[config.mk]
export PLATFORM = sky130hd
export DESIGN_NAME = pcie_class_arbiter_flat
export DESIGN_NICKNAME = d
export VERILOG_FILES = /design/src/rtl/pcie_class_arbiter_if.sv /design/src/rtl/pcie_class_arbiter.sv /design/src/flat_wrapper.sv
export SDC_FILE = /design/constraint.sdc
export NUM_CORES = 1
export LEC_CHECK = 0
export CORE_MARGIN = 2
export CORE_UTILIZATION = 30
export CTS_CLUSTER_DIAMETER = 30
export CTS_CLUSTER_SIZE = 8
export DETAILED_ROUTE_END_ITERATION = 7
export GPL_ROUTABILITY_DRIVEN = 0
export PLACE_DENSITY = 0.82
export REMOVE_ABC_BUFFERS = 1
export SLEW_MARGIN = 15
export SYNTH_ARGS = -nofsm -noshare
export SYNTH_HDL_FRONTEND = slang
export SYNTH_SLANG_ARGS = --single-unit
[constraint.sdc]
create_clock -name clk -period 1.4 [get_ports clk]
set_input_delay 0.28 -clock clk [delete_from_list [all_inputs] [get_ports clk]]
set_output_delay 0.28 -clock clk [all_outputs]
set_load 0.005 [all_outputs]
[src/rtl/pcie_class_arbiter_if.sv]
// Handshake bundle between the class arbiter, its NUM_IN input FIFOs and its
// NUM_OUT per-class output FIFOs.
interface pcie_class_arbiter_if #(
    parameter int NUM_IN  = 4,
    parameter int NUM_OUT = 4,
    parameter int DATA_W  = 10
);
    logic [NUM_IN-1:0]        in_empty;
    logic [NUM_IN*DATA_W-1:0] in_data;
    logic [NUM_OUT-1:0]       out_almost_full;
    logic [NUM_IN-1:0]        pop;
    logic [NUM_OUT-1:0]       push;
    logic [DATA_W-1:0]        data_out;
    logic                     class_err;
    logic                     idle;

    // FIFO side: owns the flags and read data, consumes the strobes.
    modport master (
        output in_empty, in_data, out_almost_full,
        input  pop, push, data_out, class_err, idle
    );

    // Arbiter side.
    modport slave (
        input  in_empty, in_data, out_almost_full,
        output pop, push, data_out, class_err, idle
    );
endinterface

[src/rtl/pcie_class_arbiter.sv]
// Class-routing arbiter: pops one non-empty input per cycle and pushes the word
// into the output FIFO selected by its class field. `ARB_ROUND_ROBIN_EN picks RR over fixed priority.
module pcie_class_arbiter #(
    parameter int NUM_IN  = 4,
    parameter int NUM_OUT = 4,
    parameter int DATA_W  = 10
) (
    input  logic                 clk,
    input  logic                 reset,
    pcie_class_arbiter_if.slave  bus
);
    localparam int CLASS_W = $clog2(NUM_OUT);
    localparam int SEL_W   = (NUM_IN > 1) ? $clog2(NUM_IN) : 1;

    logic                r_s1_valid;
    logic [SEL_W-1:0]    r_s1_sel;
    logic                r_s2_valid;
    logic [NUM_OUT-1:0]  r_push;
    logic [DATA_W-1:0]   r_data_out;
    logic                r_class_err;

    logic                w_req;
    logic                w_gnt_vld;
    logic [SEL_W-1:0]    w_gnt_idx;
    logic [NUM_IN-1:0]   w_pop;
    logic [DATA_W-1:0]   w_s1_word;
    logic [CLASS_W-1:0]  w_cls;

    // Backpressure is global: any almost-full output stalls every input.
    assign w_req = !reset && !(|bus.out_almost_full) && !(&bus.in_empty);

`ifdef ARB_ROUND_ROBIN_EN
    logic [SEL_W-1:0] r_last_grant;
    int               w_j;

    always_comb begin
        w_gnt_vld = 1'b0;
        w_gnt_idx = '0;
        w_j       = 0;
        for (int k = 0; k < NUM_IN; k++) begin
            w_j = (int'(r_last_grant) + 1 + k) % NUM_IN;
            if (w_req && !w_gnt_vld && !bus.in_empty[w_j]) begin
                w_gnt_vld = 1'b1;
                w_gnt_idx = SEL_W'(w_j);
            end
        end
    end

    always_ff @(posedge clk) begin
        if (reset)
            r_last_grant <= SEL_W'(NUM_IN - 1);
        else if (w_gnt_vld)
            r_last_grant <= w_gnt_idx;
    end
`else
    // Descending scan so the lowest-index non-empty input is the last writer.
    always_comb begin
        w_gnt_vld = 1'b0;
        w_gnt_idx = '0;
        for (int i = NUM_IN - 1; i >= 0; i--) begin
            if (w_req && !bus.in_empty[i]) begin
                w_gnt_vld = 1'b1;
                w_gnt_idx = SEL_W'(i);
            end
        end
    end
`endif

    always_comb begin
        w_pop = '0;
        if (w_gnt_vld)
            w_pop[w_gnt_idx] = 1'b1;
    end

    assign w_s1_word = bus.in_data[r_s1_sel*DATA_W +: DATA_W];
    assign w_cls     = w_s1_word[DATA_W-1 -: CLASS_W];

    always_ff @(posedge clk) begin
        if (reset) begin
            r_s1_valid  <= 1'b0;
            r_s1_sel    <= '0;
            r_s2_valid  <= 1'b0;
            r_push      <= '0;
            r_data_out  <= '0;
            r_class_err <= 1'b0;
        end else begin
            r_s1_valid <= w_gnt_vld;
            if (w_gnt_vld)
                r_s1_sel <= w_gnt_idx;
            r_s2_valid  <= r_s1_valid;
            r_push      <= '0;
            r_class_err <= 1'b0;
            if (r_s1_valid) begin
                r_data_out <= w_s1_word;
                // Classes past NUM_OUT have no FIFO: drop and flag.
                if (int'(w_cls) < NUM_OUT)
                    r_push <= NUM_OUT'(1) << w_cls;
                else
                    r_class_err <= 1'b1;
            end
        end
    end

    assign bus.pop       = w_pop;
    assign bus.push      = r_push;
    assign bus.data_out  = r_data_out;
    assign bus.class_err = r_class_err;
    assign bus.idle      = !r_s1_valid && !r_s2_valid;
endmodule

[src/flat_wrapper.sv]
// flat-port wrapper written by rule: the top's interface ports become plain ports
module pcie_class_arbiter_flat 
#(
    parameter int NUM_IN  = 4,
    parameter int NUM_OUT = 4,
    parameter int DATA_W  = 10
)
  (clk, reset, bus_in_empty, bus_in_data, bus_out_almost_full, bus_pop, bus_push, bus_data_out, bus_class_err, bus_idle);
  pcie_class_arbiter_if #(.NUM_IN(NUM_IN), .NUM_OUT(NUM_OUT), .DATA_W(DATA_W)) bus_i ();
  input  logic clk;
  input  logic reset;
  input wire logic [$bits(bus_i.in_empty)-1:0] bus_in_empty;
  input wire logic [$bits(bus_i.in_data)-1:0] bus_in_data;
  input wire logic [$bits(bus_i.out_almost_full)-1:0] bus_out_almost_full;
  output wire logic [$bits(bus_i.pop)-1:0] bus_pop;
  output wire logic [$bits(bus_i.push)-1:0] bus_push;
  output wire logic [$bits(bus_i.data_out)-1:0] bus_data_out;
  output wire logic [$bits(bus_i.class_err)-1:0] bus_class_err;
  output wire logic [$bits(bus_i.idle)-1:0] bus_idle;
  assign bus_i.in_empty = bus_in_empty;
  assign bus_i.in_data = bus_in_data;
  assign bus_i.out_almost_full = bus_out_almost_full;
  assign bus_pop = bus_i.pop;
  assign bus_push = bus_i.push;
  assign bus_data_out = bus_i.data_out;
  assign bus_class_err = bus_i.class_err;
  assign bus_idle = bus_i.idle;
  pcie_class_arbiter #(.NUM_IN(NUM_IN), .NUM_OUT(NUM_OUT), .DATA_W(DATA_W)) u_core (.clk(clk), .reset(reset), .bus(bus_i));
endmodule
Yosys cells after proc, flatten, opt, wreduce, memory -nomap -nowiden
Cells that the tools add are included.

word-level totals
  bits in registers = 18
  bits of input ports = 50
  logic and storage cells = 42
  output and inout bits = 20

cells by class
  magnitude comparators = 2
  bitwise logic cells = 1
  shift operators = 2
  $mul = 1
  reductions and logical operators = 20
  mux-type cells = 11

operator list
  cell                                                                   count
  40-bit by 7-bit indexed part select with 10-bit output                 1
  1-bit logical NOT                                                      9
  1-bit logical AND                                                      8
  2-bit 2-to-1 mux                                                       4
  2-bit by 3-bit multiplier with 5-bit output, second input constant     1
  1-bit 2-to-1 mux                                                       5
  4-bit 2-to-1 mux                                                       1
  4-bit AND reduction                                                    1
  4-bit OR reduction                                                     1
  1-bit by 2-bit left shift with 4-bit output, first input constant      1
  2-bit by 3-bit < comparator with 1-bit output, second input constant   1
  1-bit demux with 2-bit select                                          1
  2-bit by 1-bit >= comparator with 1-bit output, second input constant  1
  2-bit OR reduction                                                     1
  1-bit NOT                                                              1

Logic depth before layout (Yosys ltp)
Gate-level depths: netlist of the first run.

  depth in word-level cells = 14
  gate-level depth with buffers = 4
  mapped depth without buffers = 3

Least setup slack after synthesis of the first run
OpenSTA, ideal clock, no wires.

  kind = reg2reg
  start point = register u_core.r_s1_sel[0]
  end point = register u_core.r_data_out[0] (netlist: u_core.bus.data_out[0])
  cell stages (with the launch flop) = 5
  arrival time = 1.191 ns
  path slack = 0.081 ns
  period minus slack after synthesis = 1.319 ns
  data required time = 1.273 ns
  library setup time = 0.127 ns
  buffers on the path = 1
  cell sequence = dfxtp_1 > buf_6 > mux4_1 > mux2i_1 > nor2_1

between the ends
  word-level cells in the longest chain between the ends = 2

RTL lines
  what                                                    line                      RTL
  start: declaration                                      pcie_class_arbiter.sv:16  logic [SEL_W-1:0] r_s1_sel;
  start signal: assignment                                pcie_class_arbiter.sv:89  r_s1_sel <= w_gnt_idx;
  2-bit by 3-bit multiplier with 5-bit output             pcie_class_arbiter.sv:75  assign w_s1_word = bus.in_data[r_s1_sel*DATA_W +: DATA_W];
  40-bit by 7-bit indexed part select with 10-bit output  pcie_class_arbiter.sv:75
  end signal: assignment                                  pcie_class_arbiter.sv:94  r_data_out <= w_s1_word;
  end: declaration                                        pcie_class_arbiter.sv:19  logic [DATA_W-1:0] r_data_out;

Every way passes these cells.
A chain may end at the register's enable or synchronous reset.

Worst setup path in the final report of the first run
  start point = input port bus_out_almost_full[2]
  end point = output port bus_pop[1]

between the ends
  word-level cells in the longest chain between the ends = 14
  elaborated cells between the ends (all ways) = 22
  classes of those cells = order compare: 2; mux: 11; reduce/logical: 9

RTL lines
  what                                                                                                                                          line                      RTL
  start: declaration                                                                                                                            flat_wrapper.sv:14        input wire logic [$bits(bus_i.out_almost_full)-1:0] bus_out_almost_full;
  4-bit OR reduction (*)                                                                                                                        pcie_class_arbiter.sv:30  assign w_req = !reset && !(|bus.out_almost_full) && !(&bus.in_empty);
  1-bit logical NOT (*)                                                                                                                         pcie_class_arbiter.sv:30
  1-bit logical AND (*) (2 in a row)                                                                                                            pcie_class_arbiter.sv:30
  1-bit logical AND                                                                                                                             pcie_class_arbiter.sv:61  if (w_req && !bus.in_empty[i]) begin
  2-bit 2-to-1 mux (4 in a row)                                                                                                                 pcie_class_arbiter.sv:61
  2-bit by 3-bit < comparator with 1-bit output (implied by the code) / 2-bit by 1-bit >= comparator with 1-bit output (equally long branches)  pcie_class_arbiter.sv:72  w_pop[w_gnt_idx] = 1'b1;
  1-bit logical AND (implied by the code)                                                                                                       pcie_class_arbiter.sv:72
  1-bit 2-to-1 mux (implied by the code)                                                                                                        pcie_class_arbiter.sv:72
  1-bit demux with 2-bit select                                                                                                                 -
  4-bit 2-to-1 mux (*)                                                                                                                          pcie_class_arbiter.sv:71  if (w_gnt_vld)
  end: declaration                                                                                                                              flat_wrapper.sv:15        output wire logic [$bits(bus_i.pop)-1:0] bus_pop;

Mark *: on every way between the ends. The rest lies on a longest branch, timed or not.

==> results by group, run 1 <==
Outcome
  – Status: finished with violations
  – Violated checks: setup timing

Critical path
  – Critical Path End Type: output pin
  – CP max-delay cell: nor4_4
  – Cell family with most CP delay: simple AND/OR/NAND/NOR gates
  – CP startpoint kind: primary input
  – Max incr delay on CP: 300 ps
  – Critical Path RT: ~1100 ps
  – Buf/Inv on CP: 3
  – Crit-path max FO: 4
  – Crit path cell chain: buf_6 -> nor4_4 -> nand2_2 -> buf_6 -> nor3b_2 -> buf_2
  – CP dominant cell by count: buf_6
  – Crit Path Class: in2out
  – WP data arrival: 1220 ps

Floorplanning
  – Rows: 20
  – Die span in x: between 50 and 60 um
  – # IOs: 70
  – Placeable core area: between 3000 and 4000 um^2
  – Die Ht: roughly 60 um
  – Initial core utilization: approximately 31%
  – Die area: ~3600 um^2

Place
  – Count of buffers from port buffering: slightly below 70
  – Placement Cell Area: roughly 1700 um^2
  – DP Wirelength: roughly 2000 um
  – Dpl ws: -801 ps

Clock network
  – Clock Tree Root: clkbuf_4
  – Clock Pin Slew Worst Setup and Hold Paths: around 100 ps
  – H-tree levels: 1
  – CTS buffer count: 3
  – Hold bufs inserted after CTS: 0
  – Clock Sinks: 18
  – Maximum root-to-sink buffer count: 2
  – CTS tree: done
  – Latest clock arrival within the worst-skew pair: approximately 280 ps

Routing
  – Total Wirelength: between 2000 and 3000 um
  – DR DRC count: 0
  – First-pass detailed-route iteration total: 4
  – Vias: about 960
  – Routed Antenna Nets: 0
  – Iteration-0 DRC Markers: 11
  – Via density: just under 5
  – Routed len/inst: about 13 um

Timing
  – RSZ-0062 raised after global routing: true
  – Final TNS setup: -114 ps
  – Final Max Tran Viols: 0
  – Final cycle utilization of the critical path: 107%
  – Final setup violation count: 2
  – Hold Violations, Final: 0
  – Min cycle time layout: about 1500 ps
  – Max Clk Rate: around 670 MHz
  – Worst hold slack: around 470 ps
  – Worst Setup Slack, final: -97.0 ps
  – Skew final: 0.546 ps

Logic synthesis
  – Synthesized area: 935 um^2
  – Synth unique cells: 23
  – Most area-consuming cells after synthesis: dfxtp_1 (39%), mux4_1 (25%), mux2i_1 (9.6%)
  – Top cell type by total area after synthesis: dfxtp_1
  – Avg Cell Area, Syn: 11.8 um^2
  – Seq/Total Area, Yosys: between 30% and 40%
  – Area share of the largest cell type after synthesis: around 39%
  – Cells after Synth: between 70 and 80
  – FF+latch count, synth: 18
  – Yosys warns: 0

Flow run
  – Max-cap violation count: 0

Finish
  – Design area: between 1500 and 2000 um^2
  – Synth-to-Final Area Change: 96.8%
  – # nets final: about 220
  – Share of post-route cells with drive strength above 1: between 30% and 40%
  – Ant diodes: 0

Global routing
  – First-pass GRT wire length: just under 4000 um
  – Via count of the first global-routing pass: 986
  – Gr ovfl total: 0
  – Initial antenna violation count: 0
  – Largest net degree at the start of global routing: 13
  – GRT Total Usage: between 10% and 20%

Pwr
  – Int Pwr: 850 uW
  – Sw Ratio: about a fifth
  – P_leak: a little under 0.9 nW
  – Clock network power share: 28.9%
  – P_sw: between 200 and 250 uW
  – Peak VDD IR: 0.264 mV
  – Power per cell area: between 500 and 600 nW/um^2
  – Power Total: ~1.1 mW
  – Sequential share of power: 48.8%
  – Comb pwr share: around 22%

Hold path
  – Hold Path Class: reg2reg
-- path summary, 6_finish.rpt --
| check | start | endpoint | slack (ps) | cells past startpoint |
|---|---|---|---|---|
| max | bus_out_almost_full[2] | bus_pop[1] | -100 | 6 |
| min | u_core.bus.data_out[9] | u_core.bus.data_out[9] | 470 | 2 |
| max reg2reg | u_core.r_s1_sel[0] | u_core.bus.data_out[0] | 50 | 4 |
| min reg2reg | u_core.bus.data_out[9] | u_core.bus.data_out[9] | 470 | 2 |
-- metal layers --
metal  GRT usage [%]  share of wire (%)  vias up
met5               0                  0        -
met4            2.86               0.31        0
met3            3.03                6.4        2
met2            30.0                 58       40
met1            14.5                 36      457
li1                -                  -      465
-- area by class of cell --
| type | instances | area [um^2] |
|---|---|---|
| fill | 250 | 1160 |
| timing repair buffer | 86 | 813 |
| multi-input combinational | 54 | 567 |
| sequential | 18 | 374 |
| tap | 33 | 41.3 |
| clock buffer | 4 | 36.3 |
| inverter | 2 | 7.51 |
-- registers in the layout, summed over array words and instances, names as in the netlist --
signal,count
u_core.bus.push,4
u_core.bus.data_out,10
u_core.r_s1_sel,2
u_core.r_s1_valid,1
u_core.r_s2_valid,1
-- cell families after synthesis --
logic type | Yosys count | share of synthesized area, %
simple gates | 28 | 15.4
buf+inv | 7 | 4.15
compound gates | 6 | 4.15
other cells | 1 | 0.401
mux | 19 | 37.3
flops | 18 | 38.6
-- cells in the mapped netlist --
master    instances
clkbuf_1          2
nor4_2            1
mux4_2            1
nand2b_1          2
mux4_1            9
nor3_1            1
nand2_1           6
buf_6             1
nor3b_2           1
a211oi_1          1
mux2i_1           9
dfxtp_1          18
conb_1            1
o211a_1           1
a31oi_1           1
nor3b_1           2
and3_1            1
inv_1             2
o21ai_0           3
buf_4             1
nor2_1           12
buf_2             1
nor2b_1           2
-- power groups by stage --
| stage | Sequential, mW | Combinational (mW) | Clock [mW] |
|---|---|---|---|
| floorplan | 0.536 | 0.0498 | 0 |
| global placement | 0.533 | 0.222 | 0 |
| detailed placement | 0.533 | 0.228 | 0 |
| CTS | 0.521 | 0.240 | 0.321 |
| global route | 0.523 | 0.253 | 0.337 |
| finish | 0.521 | 0.238 | 0.309 |
-- metrics by stage --
stage | cells | utilization (%)
2_1_floorplan | 74 | -
3_3_place_gp | 186 | 56.9
3_5_place_dp | 186 | 56.9
4_1_cts | 198 | 61.1
5_1_grt | 197 | 61.3
6_report | 197 | 61.3
-- what timing repair did --
item                       CTS  global route
gates resized for setup     71            11
hold endpoints to repair     0             0
buffers inserted             8             2
setup endpoints to repair   17            21
pin swaps                    6             2
-- worst register-to-register path, delay by kind of cell, from the launching register on --
kind | cells | cell delay [ps]
and+or+nand+nor | 1 | 50
DFF | 1 | 360
buffers and inverters | 1 | 140
muxes | 2 | 710
-- cells in the final DEF (no fill, tap or decap), drive strengths merged, types with 2 or more instances in the layout --
| cell type | count |
|---|---|
| dlygate4sd2 | 14 |
| nor2b | 2 |
| mux4 | 10 |
| dlymetal6s2s | 6 |
| clkbuf | 4 |
| o21ai | 3 |
| nor3b | 3 |
| dfxtp | 18 |
| nand2 | 6 |
| clkdlybuf4s50 | 40 |
| buf | 25 |
| nor2 | 12 |
| nand2b | 2 |
| inv | 2 |
| mux2i | 9 |
Power figures use the tool's default switching activity.
==> run 2: changes to the inputs <==
--- a/config.mk
+++ b/config.mk
@@ -12,6 +12,7 @@
 export DETAILED_ROUTE_END_ITERATION = 7
 export GPL_ROUTABILITY_DRIVEN = 0
 export PLACE_DENSITY = 0.82
+export RECOVER_POWER = 50
 export REMOVE_ABC_BUFFERS = 1
 export SLEW_MARGIN = 15
 export SYNTH_ARGS = -nofsm -noshare
==> run 2 against run 1 <==
Against the previous run:
- the flow still finishes with violations (setup timing)
- clock-buffer cell count did not move
- clock power hardly changed
- maximum frequency barely moved
- power about the same
- routed wire length shrank 0.35%
- utilization shrank 0.79 points
- critical endpoint unchanged
- largest cell class unchanged
==> results by group, run 2 (synthesis results as in run 1) <==
Pwr
  – Power Total: 1.07 mW (about the same)
  – Peak VDD IR: 0.272 mV (+2.8%)
  – Power per cell area: 589 nW/um^2 (+1.3%)
  – P_leak: 0.783 nW (-9.6%)

Finish
  – Fill count: 258 (+3.2%)
  – Ant diodes: 0 (unchanged)
  – Number of flip-flops in the largest register: 10 (unchanged)
  – Design area: 1820 um^2 (-1.3%)
  – Commonest non-fill, non-tap cell in the layout: clkdlybuf4s50_1
  – Fin util: 60.5% (-0.79 points)
  – Final cell count without fillers: 197 (unchanged)
  – Most frequent cells in the layout: clkdlybuf4s50_1 (40), dfxtp_1 (16), dlygate4sd2_1 (14)
  – Synth-to-Final Area Change: 94.2%
  – # nets final: 215 (unchanged)
  – Share of post-route cells with drive strength above 1: 26.8% (-5.5 points)

Timing
  – Hold Violations, Final: 0 (unchanged)
  – Max Clk Rate: 668 MHz (about the same)
  – Final cycle utilization of the critical path: 107% (about the same)
  – Skew final: 1.01 ps (+0.468 ps)
  – Worst Setup Slack, final: -97.0 ps (+0.00410 ps)
  – RSZ-0062 raised after global routing: true
  – Min cycle time layout: 1500 ps (-0.00410 ps)
  – Final Max Tran Viols: 0 (unchanged)
  – Final setup violation count: 2 (unchanged)

Flow run
  – Max-cap violation count: 0 (unchanged)

Routing
  – Routed len/inst: 13.0 um (-0.35%)
  – DR DRC count: 0 (unchanged)
  – Via density: 4.88 (-0.31%)
  – Total Wirelength: 2570 um (-0.35%)
  – First-pass detailed-route iteration total: 4 (unchanged)
  – Routed Antenna Nets: 0 (unchanged)
  – Iteration-0 DRC Markers: 11 (unchanged)
  – Vias: 961 (-0.31%)

Critical path
  – CP startpoint kind: primary input
  – R2R Setup Slk: 60 ps (about the same)
  – Crit-path max FO: 4 (unchanged)
  – Buf/Inv on CP: 3 (unchanged)
  – Crit path cell chain: buf_6 -> nor4_4 -> nand2_2 -> buf_6 -> nor3b_2 -> buf_2
  – Capturing point of the worst reg2reg path: u_core.bus.data_out[0]
  – Crit Path Class: in2out
  – Max incr delay on CP: 300 ps (about the same)
  – Critical Path End Type: output pin
  – WP data arrival: 1220 ps (about the same)
  – Cell family with most CP delay: simple AND/OR/NAND/NOR gates
  – R2r worst-path depth: 4 (unchanged)
  – Critical Path RT: 1120 ps (about the same)
  – RR Startpoint: u_core.r_s1_sel[0]
  – CP max-delay cell: nor4_4
  – Critical Path Stages: 6 (unchanged)
  – CP dominant cell by count: buf_6

Global routing
  – First-pass GRT wire length: 3970 um (unchanged)
  – Gr ovfl total: 0 (unchanged)
  – Initial antenna violation count: 0 (unchanged)
  – GRT Total Usage: 14.5% (unchanged)
  – Largest net degree at the start of global routing: 13 (unchanged)
  – Via count of the first global-routing pass: 986 (unchanged)

Floorplanning
  – Placeable core area: 3000 um^2 (unchanged)
  – # IOs: 70 (unchanged)
  – Die area: 3580 um^2 (unchanged)
  – Die span in x: 59.8 um (unchanged)
  – Initial core utilization: 31.1% (unchanged)
  – Die Ht: 59.8 um (unchanged)
  – Rows: 20 (unchanged)

Hold path
  – Hold depth: 2 (unchanged)
  – WHS Endpoint: u_core.bus.data_out[9]
  – Worst hold start: u_core.bus.data_out[9]
  – Hold Path Class: reg2reg

Clock network
  – Clock Sinks: 18 (unchanged)
  – Hold bufs inserted after CTS: 0 (unchanged)
  – CTS buffer count: 3 (unchanged)
  – Clock Tree Root: clkbuf_4
  – H-tree levels: 1 (unchanged)
  – CTS tree: done
  – Maximum root-to-sink buffer count: 2 (unchanged)
  – Latest clock arrival within the worst-skew pair: 280 ps (about the same)
  – Clock Pin Slew Worst Setup and Hold Paths: 100 ps (about the same)

Outcome
  – Status: finished with violations
  – Violated checks: setup timing

Place
  – DP Wirelength: 2000 um (unchanged)
  – Placement Cell Area: 1710 um^2 (unchanged)
  – Placed instance count: 186 (unchanged)
  – Count of buffers from port buffering: 68 (unchanged)
[run 2: metrics by stage]
step | worst slack, ps | setup TNS [ps] | hold slack (ps)
2_1_floorplan | -142 | -770 | 352
5_1_grt | -161 | -265 | 507
6_report | -97.0 | -114 | 473
3_3_place_gp | -755 | -4500 | 463
3_5_place_dp | -801 | -5080 | 464
4_1_cts | -96.6 | -109 | 478
[run 2: metal layers]
layer  up-vias  share of wire [%]  routed length (um)  GRT usage (%)
met3         2                6.3                 163           3.03
met1       454                 36                 914           14.5
li1        465                  -                   -              -
met4         0               0.31                   8           2.86
met2        40                 58                1480           30.0
met5         -                  0                   0              0
[run 2: how the worst max path moves through the flow]
stage                         end              startpoint  slack (ps)
2_1_floorplan  u_core.bus.push[3]      u_core.r_s1_sel[0]        -140
3_3_place_gp           bus_pop[1]  bus_out_almost_full[1]        -760
3_5_place_dp           bus_pop[1]  bus_out_almost_full[1]        -800
4_1_cts                bus_pop[1]  bus_out_almost_full[2]        -100
5_1_grt                bus_pop[1]  bus_out_almost_full[2]        -160
6_report               bus_pop[1]  bus_out_almost_full[2]        -100
[run 2: worst register-to-register path, stage by stage (launching register included)]
cell and delay [ps]:
dfxtp_2 360, buf_6 140, mux4_1 560, mux2i_1 150
nor2_1 50
[run 2: repair_timing]
action                                  CTS  global route
resized for setup                        71            11
hold endpoints to repair                  0             0
setup buffers                             8             2
endpoints found under the setup margin   17            21
pin swaps                                 6             2
[run 2: power breakdown]
group | internal [mW] | leakage [nW] | switching [mW]
Clock | 0.158 | 0.0210 | 0.152
Sequential | 0.518 | 0.146 | 0.00352
Combinational | 0.174 | 0.616 | 0.0645
Total | 0.849 | 0.783 | 0.220
[run 2: layout make-up]
class                      count  area [um^2]  share of cell area (%)
timing repair buffer          86          801                    44.1
multi-input combinational     54          567                    31.2
sequential                    18          363                    20.0
tap                           33         41.3                    2.27
clock buffer                   4         36.3                    2.00
inverter                       2         7.51                   0.414
